--- config.mk ---
export PLATFORM = sky130hd
export DESIGN_NAME = seg_frame_sequencer
export DESIGN_NICKNAME = d
export VERILOG_FILES = /design/src/rtl/seg_frame_sequencer.sv
export SDC_FILE = /design/constraint.sdc
export NUM_CORES = 1
export LEC_CHECK = 0
export CORE_ASPECT_RATIO = 2
export CORE_MARGIN = 5
export CORE_UTILIZATION = 30
export DETAILED_ROUTE_END_ITERATION = 6
export GPL_ROUTABILITY_DRIVEN = 0
export PLACE_DENSITY = 0.47
export SLEW_MARGIN = 15
export SYNTH_ARGS = -nofsm -noshare
export SYNTH_HDL_FRONTEND = slang
export SYNTH_SLANG_ARGS = --single-unit
--- constraint.sdc ---
create_clock -name i_clk -period 8.4 [get_ports i_clk]
set_clock_uncertainty 0.2 [all_clocks]
set_input_delay 1.26 -clock i_clk [delete_from_list [all_inputs] [get_ports i_clk]]
set_output_delay 1.26 -clock i_clk [all_outputs]
set_load 0.1 [all_outputs]
--- src/rtl/seg_frame_sequencer.sv ---
// Frame sequencer feeding a shift-register serialiser: snapshots a BCD value,
// sends one 7-segment byte per digit (most significant first), then strobes the latch.
module seg_frame_sequencer #(
    parameter int NUM_DIGITS   = 4,
    parameter bit INVERT       = 1'b0,
    parameter int LATCH_CYCLES = 2
) (
    input  logic                      i_clk,
    input  logic                      i_rst,
    input  logic                      i_start,
    input  logic [4*NUM_DIGITS-1:0]   i_bcd,
    input  logic [NUM_DIGITS-1:0]     i_dp,
    input  logic                      i_busy,
    output logic                      o_load,
    output logic [7:0]                o_data,
    output logic                      o_latch,
    output logic                      o_busy,
    output logic                      o_done
);

    typedef enum logic [2:0] {
        ST_IDLE  = 3'd0,
        ST_ARM   = 3'd1,
        ST_LOAD  = 3'd2,
        ST_WAIT  = 3'd3,
        ST_LATCH = 3'd4,
        ST_DONE  = 3'd5
    } state_t;

    localparam logic [2:0] IDX_TOP    = 3'(NUM_DIGITS - 1);
    localparam logic [3:0] LATCH_INIT = 4'(LATCH_CYCLES);

    state_t                    state_r, state_s;
    logic [2:0]                idx_r, idx_s;
    logic [3:0]                cnt_r, cnt_s;
    logic [4*NUM_DIGITS-1:0]   bcd_r, bcd_s;
    logic [NUM_DIGITS-1:0]     dp_r, dp_s;
    logic [3:0]                sel_digit_s;
    logic                      sel_dp_s;

    // Segment byte {dp,g,f,e,d,c,b,a}; non-decimal codes blank the digit.
    function automatic logic [7:0] encode(input logic [3:0] digit, input logic dp);
        logic [7:0] seg;
        case (digit)
            4'd0:    seg = 8'h3F;
            4'd1:    seg = 8'h06;
            4'd2:    seg = 8'h5B;
            4'd3:    seg = 8'h4F;
            4'd4:    seg = 8'h66;
            4'd5:    seg = 8'h6D;
            4'd6:    seg = 8'h7D;
            4'd7:    seg = 8'h07;
            4'd8:    seg = 8'h7F;
            4'd9:    seg = 8'h6F;
            default: seg = 8'h00;
        endcase
        seg = seg | {dp, 7'b0000000};
        return seg ^ {8{INVERT}};
    endfunction

    // Next-state, snapshot capture, digit index and latch counter.
    always_comb begin
        state_s = state_r;
        idx_s   = idx_r;
        cnt_s   = cnt_r;
        bcd_s   = bcd_r;
        dp_s    = dp_r;
        case (state_r)
            ST_IDLE: begin
                if (i_start) begin
                    bcd_s   = i_bcd;
                    dp_s    = i_dp;
                    idx_s   = IDX_TOP;
                    state_s = ST_ARM;
                end else begin
                    state_s = ST_IDLE;
                end
            end
            ST_ARM: begin
                if (!i_busy) begin
                    state_s = ST_LOAD;
                end else begin
                    state_s = ST_ARM;
                end
            end
            ST_LOAD: begin
                state_s = ST_WAIT;
            end
            ST_WAIT: begin
                // The serialiser raises busy the cycle after a load, so a low here is real.
                if (!i_busy) begin
                    if (idx_r == 3'd0) begin
                        cnt_s   = LATCH_INIT;
                        state_s = ST_LATCH;
                    end else begin
                        idx_s   = idx_r - 3'd1;
                        state_s = ST_LOAD;
                    end
                end else begin
                    state_s = ST_WAIT;
                end
            end
            ST_LATCH: begin
                if (cnt_r <= 4'd1) begin
                    cnt_s   = 4'd0;
                    state_s = ST_DONE;
                end else begin
                    cnt_s   = cnt_r - 4'd1;
                    state_s = ST_LATCH;
                end
            end
            ST_DONE: begin
                state_s = ST_IDLE;
            end
            default: begin
                state_s = ST_IDLE;
            end
        endcase
    end

    // Digit mux driven by the upcoming index so the byte is ready with the load strobe.
    always_comb begin
        sel_digit_s = 4'd0;
        sel_dp_s    = 1'b0;
        for (int k = 0; k < NUM_DIGITS; k++) begin
            sel_digit_s = (idx_s == 3'(k)) ? bcd_s[4*k +: 4] : sel_digit_s;
            sel_dp_s    = (idx_s == 3'(k)) ? dp_s[k] : sel_dp_s;
        end
    end

    // State, snapshot and registered outputs.
    always_ff @(posedge i_clk) begin
        if (i_rst) begin
            state_r <= ST_IDLE;
            idx_r   <= 3'd0;
            cnt_r   <= 4'd0;
            bcd_r   <= '0;
            dp_r    <= '0;
            o_load  <= 1'b0;
            o_data  <= 8'h00;
            o_latch <= 1'b0;
            o_busy  <= 1'b0;
            o_done  <= 1'b0;
        end else begin
            state_r <= state_s;
            idx_r   <= idx_s;
            cnt_r   <= cnt_s;
            bcd_r   <= bcd_s;
            dp_r    <= dp_s;
            o_load  <= (state_s == ST_LOAD);
            o_data  <= (state_s == ST_LOAD) ? encode(sel_digit_s, sel_dp_s) : o_data;
            o_latch <= (state_s == ST_LATCH);
            o_busy  <= (state_s == ST_ARM) || (state_s == ST_LOAD) ||
                       (state_s == ST_WAIT) || (state_s == ST_LATCH);
            o_done  <= (state_s == ST_DONE);
        end
    end

endmodule

---- Word-level counts from Yosys, hierarchy flattened ----
Memory sizes are Yosys's and may differ from the RTL's.
Index checks and enable logic that the tools add are counted.
word-level totals
  register bits after elaboration ......... 42
  bits in read-only memories .............. 112
  input bits .............................. 24
  output and inout bits ................... 12
  word-level logic and storage cells ...... 64
  memories ................................ 1
cells by class
  add/sub/neg operators ................... 2
  order comparisons ....................... 1
  equal/unequal tests ..................... 14
  multiplexer cells ....................... 27
  bitwise operators ....................... 1
  reduce and logical (&&, ||, !) cells .... 8
memory list
  memory           depth  width  rd ports  clocked after memory_dff  wr ports  line  text
  (no name shown)  16     7      1         0                         0         44    case (digit)
operators by type and width
  cell                                                             count
  2-to-1 mux 4 bit                                                 9
  2-to-1 mux 16 bit                                                2
  equality test 3 x 2 -> 1 bit (second input constant)             6
  2-to-1 mux 3 bit                                                 5
  case mux 3 bit (5 select lines)                                  1
  equality test 3 x 1 -> 1 bit (second input constant)             3
  equality test 3 bit (second input constant)                      3
  logical NOT 3 bit                                                3
  2-to-1 mux 8 bit                                                 1
  OR 8 bit                                                         1
  case mux 4 bit (2 select lines)                                  1
  2-to-1 mux 1 bit                                                 6
  case mux 3 bit (2 select lines)                                  1
  less-or-equal comparator 4 x 1 -> 1 bit (second input constant)  1
  != test 2 bit (second input constant)                            2
  subtractor 4 x 1 -> 4 bit (second input constant)                1
  logical OR 1 bit                                                 3
  AND reduction 3 bit                                              1
  subtractor 3 x 1 -> 3 bit (second input constant)                1
  2-to-1 mux 2 bit                                                 1
  nonzero test 2 bit                                               1

---- Longest topological paths before layout ----
An unclocked memory read counts as a cell.
  depth in word-level cells ............... 12
  depth in mapped cells ................... 13
  gate-level depth less buffers ........... 12

---- Worst setup path before layout ----
OpenSTA, ideal clock, no wires.
  path kind ............................... input port to flip-flop
  start point ............................. input port i_busy
  end point ............................... register o_data[6]
  library setup time ...................... 0.122 ns
  data arrival time ....................... 3.256 ns
  data required time ...................... 8.078 ns
  path slack .............................. 4.822 ns
  stages on the path ...................... 11
  buffers on the path ..................... 1
  path through ............................ and4bb_4 -> and3_4 -> buf_6 -> or3_1 -> a31oi_1 -> nor2_1 -> inv_1 -> ha_1 -> o21ai_0 -> nor4b_1 -> a311o_1
between the ends
  word-level cells in the longest chain between the ends .. 10
  elaborated cells between the ends (all ways) .. 17
  those cells by class .................... eq/ne: 4; mux: 10; bitwise: 1; reduce/logical: 1; memory: 1
ends and longest elaborated chain
  element                          line  text
  from (decl)                      13    input logic i_busy,
  2-to-1 mux 3 bit                 91    if (!i_busy) begin
  case mux 3 bit (2 select lines)  68    case (state_r)
  logical NOT 3 bit                126   sel_digit_s = (idx_s == 3'(k)) ? bcd_s[4*k +: 4] : sel_digit_s;
  2-to-1 mux 4 bit (4 in series)   126
  memory (16 x 7 bit)              -
  2-to-1 mux 8 bit                 133   if (i_rst) begin
  OR 8 bit                         57    seg = seg | {dp, 7'b0000000};
  to (signal assigned)             151   o_data <= (state_s == ST_LOAD) ? encode(sel_digit_s, sel_dp_s) : o_data;
  to (decl)                        15    output logic [7:0] o_data,
Parallel ways exist; a longest one is shown, timed or not. The select of a mux whose other input is x is not followed.
A chain may end at the register's enable or synchronous reset.

---- Worst setup path in the final report ----
Same ends and word-level chain as after synthesis.

==> metrics.md <==
| Metric | Value |
|---|---|
| Status | finished clean |
| Chip width | 72.1 um |
| Top cells by count, synth | 46 x nand2_1, 42 x dfxtp_1, 30 x a21oi_1 |
| DR WL/cell | 15.7 um |
| CP dominant cell by count | nor2_1 |
| Initial antenna violation count | 0 |
| Starting density of the core | 30.7% |
| Met1 Wirelength | 2250 um |
| Filler cells | around 850 |
| Register area share after synthesis | between 30 and 40% |
| Reg area | between 800 and 900 um2 |
| Inserted Diodes | 0 |
| Post_cts resized | 0 |
| Avg Inst Size Synth | 8.39 um2 |
| Number of global-route vias before repair | roughly 2.1k |
| Post-CTS Setup Inserts | 0 |
| Fmax | 244 MHz |
| Syn Std Cell Area | about 0.0023 mm2 |
| Detailed Route WL | approximately 6300 um |
| TritonCTS Buffers | 5 |
| Slew headroom | a little over a third |
| P_leak | just over 1 nW |
| CP startpoint kind | primary input |
| Top Layer Used | met4 |
| Synth top area share | 36.3% |
| Clock slew seen by the registers of the worst setup and hold paths | approximately 60 ps |
| Syn. warnings | 0 |
| Max FO, Critical Path | 7 |
| DR iter-0 viols | 60 |
| Syn nets | slightly above 300 |
| First-pass DRT Iterations | 4 |
| DR WL met2 | between 3000 and 4000 um |
| Placed inst area | 0.00270 mm2 |
| Peak VDD IR | approximately 0.00013 V |
| Dpl hpwl | just under 5000 um |
| Finish-stage setup viols | 0 |
| CTS Hold Bufs | 0 |
| Post-route setup slack | 4300 ps |
| Height of the die | approximately 130 um |
| Syn Inst Count | between 200 and 300 |
| Max_cap viols | 0 |
| Tmin final | between 4000 and 5000 ps |
| Post-synthesis cell type count | 56 |
| Clock Path Buffers | 2 |
| Seq cells post-synth | between 40 and 50 |
| PortBufs | 35 |
| Remaining Overflow, GRT | 0 |
| Depth of the CTS H-tree | 2 |
| Most common cell in the netlist | nand2_1 |
| Hold crit path type | flop to flop |
| Max-slew violations | 0 |
| RSZ-0062 raised after global routing | no |
| TritonCTS clock tree | built |
| Area leader, netlist | dfxtp_1 |
| Area of the core | 0.00754 mm2 |
| Ys async rst share | 0% |
| TNS Setup | 0 ps |
| Root buffer selected by CTS | clkbuf_16 |
| WL met3 | 217 um |
| Worst path required time | 8380 ps |
| CP Capture Type | flop |
| Final ANT Viol Nets | 0 |
| Layout cells sized above 1 | under 10% |
| CP max-delay cell | clkdlybuf4s50_1 |
| Most used flip-flop cell after synthesis | dfxtp_1 |
| Row cnt | 45 |
| Top cells by area, synth | dfxtp_1 36%, nand2_1 7.5%, a21oi_1 6.5% |
| Kind of critical path | primary input to flop |
| Final count of hold timing violations | 0 |
| P&R area growth vs syn | 23.8% |
| Final Cycle Share | roughly half |
| Total track usage | between 10% and 20% |
| Total Nets Final | 339 |
| Final Cell Area | roughly 0.0029 mm2 |
| Post-synth EDFFs | 0 |
| Worst Tran Pin Value | around 1000 ps |
| First-pass GRT wire length | slightly above 10,000 um |
| Fin cells | 400 |
| Vias | 2,065 |
| Clk sinks | between 40 and 50 |
| Placed cells | between 300 and 400 |
| Die Area | between 0.009 and 0.01 mm2 |
| P per Cell Area | 228 mW/mm2 |
| Pre-CTS WS | between 4000 and 5000 ps |
| Crit-path cells | clkdlybuf4s50_1 -> nand4bb_4 -> nor2_1 -> nor2_1 -> a221oi_1 -> nor2_1 -> inv_1 -> ha_1 -> o21ai_0 -> nor4b_1 -> a311o_1 |
| Via density | 5.16 |
| Footprint of the multi-input gates | between 0.001 and 0.0015 mm2 |
| Residual DRC | 0 |
| Critical Path AT | 4080 ps |
| Crit path largest cell delay | about 460 ps |
| Pin count of the biggest net entering global routing | 34 |
| IO Count | 36 |
| Skew-Pair Late Insertion Delay | between 200 and 300 ps |
power breakdown:
part	internal [mW]	switching, mW
Clock	0.140	0.0838
Combinational	0.0653	0.135
Sequential	0.216	0.0129
Total	0.422	0.232
worst max-delay path: cells and delay by family:
kind                       cells  cell delay [ps]
AOI/OAI and AO/OA              3              860
buffers and inverters          2              590
adders and majority gates      1              150
and+or+nand+nor                5             1200
per-layer routing:
layer / track usage (%) / up-vias
met2: 26.2 / 39
met1: 13.0 / 969
li1: - / 1043
met3: 2.55 / 14
met4: 7.64 / 0
met5: 0 / -
cell usage in the layout (no fill, tap or decap), types with 2 or more instances in the layout:
| master | Yosys | routed |
|---|---|---|
| o21ai_0 | 9 | 9 |
| dfxtp_1 | 42 | 42 |
| nand2_1 | 46 | 46 |
| o31ai_1 | 3 | 3 |
| clkdlybuf4s50_1 | 0 | 35 |
| o211ai_1 | 5 | 5 |
| a31oi_1 | 3 | 3 |
| nor2_1 | 26 | 26 |
| or3_1 | 4 | 4 |
| clkbuf_16 | 0 | 5 |
| a211oi_1 | 2 | 2 |
| o21ai_1 | 2 | 2 |
| a21oi_1 | 30 | 30 |
| or2_1 | 2 | 2 |
| nand3_1 | 6 | 6 |
| nor4b_1 | 2 | 2 |
| nor2b_1 | 3 | 3 |
| nor3_1 | 9 | 9 |
| nand4b_1 | 2 | 2 |
| inv_1 | 9 | 9 |
| and3_1 | 3 | 3 |
| clkinvlp_4 | 0 | 2 |
| nor4_1 | 2 | 2 |
| ha_1 | 10 | 10 |
| a311oi_1 | 4 | 4 |
| mux2i_1 | 5 | 5 |
| nand2b_1 | 2 | 2 |
| a221oi_1 | 3 | 3 |
| buf_4 | 1 | 3 |
area by class of cell:
cell class,count,share of cell area (%)
inverters,9,1.18
flip-flops and latches,42,29.3
well taps,94,4.10
multi-input cells,209,46.4
clock inverters,3,1.57
clock buffers,5,4.36
repair buffers,38,13.0
state kept, by name, indices dropped and copies added (netlist names):
| signal | count |
|---|---|
| bcd_r | 16 |
| o_data | 8 |
| cnt_r | 4 |
| dp_r | 4 |
| idx_r | 3 |
| state_r | 3 |
| o_busy | 1 |
| o_done | 1 |
| o_latch | 1 |
| o_load | 1 |
stage by stage:
step | util [%] | power (mW) | hold slack [ps]
after global placement | 35.7 | 0.436 | 243
after floorplan | - | 0.385 | 232
after global routing | 38.0 | 0.685 | 285
after CTS | 38.0 | 0.662 | 260
after detailed placement | 35.7 | 0.435 | 252
final | 38.0 | 0.653 | 256
kinds of logic (layout without fill, tap and decap cells):
| group | after synthesis | after routing | synth area share (%) |
|---|---|---|---|
| compound gates | 75 | 75 | 22.3 |
| simple gates | 119 | 119 | 27.7 |
| mux | 5 | 5 | 2.16 |
| flops | 42 | 42 | 36.3 |
| buf+inv | 25 | 55 | 6.21 |
| fa+ha+maj | 10 | 10 | 5.40 |
path summary, 6_finish.rpt:
| check | start | to | slack [ps] | cells after the start |
|---|---|---|---|---|
| worst max-delay path | i_busy | o_data[6] | 4300 | 11 |
| worst min-delay path | bcd_r[6] | bcd_r[6] | 260 | 2 |
| worst max register to register | idx_r[0] | o_data[6] | 5010 | 12 |
| worst min register to register | bcd_r[6] | bcd_r[6] | 260 | 2 |
Note: power is estimated with default switching activity, not from simulation.
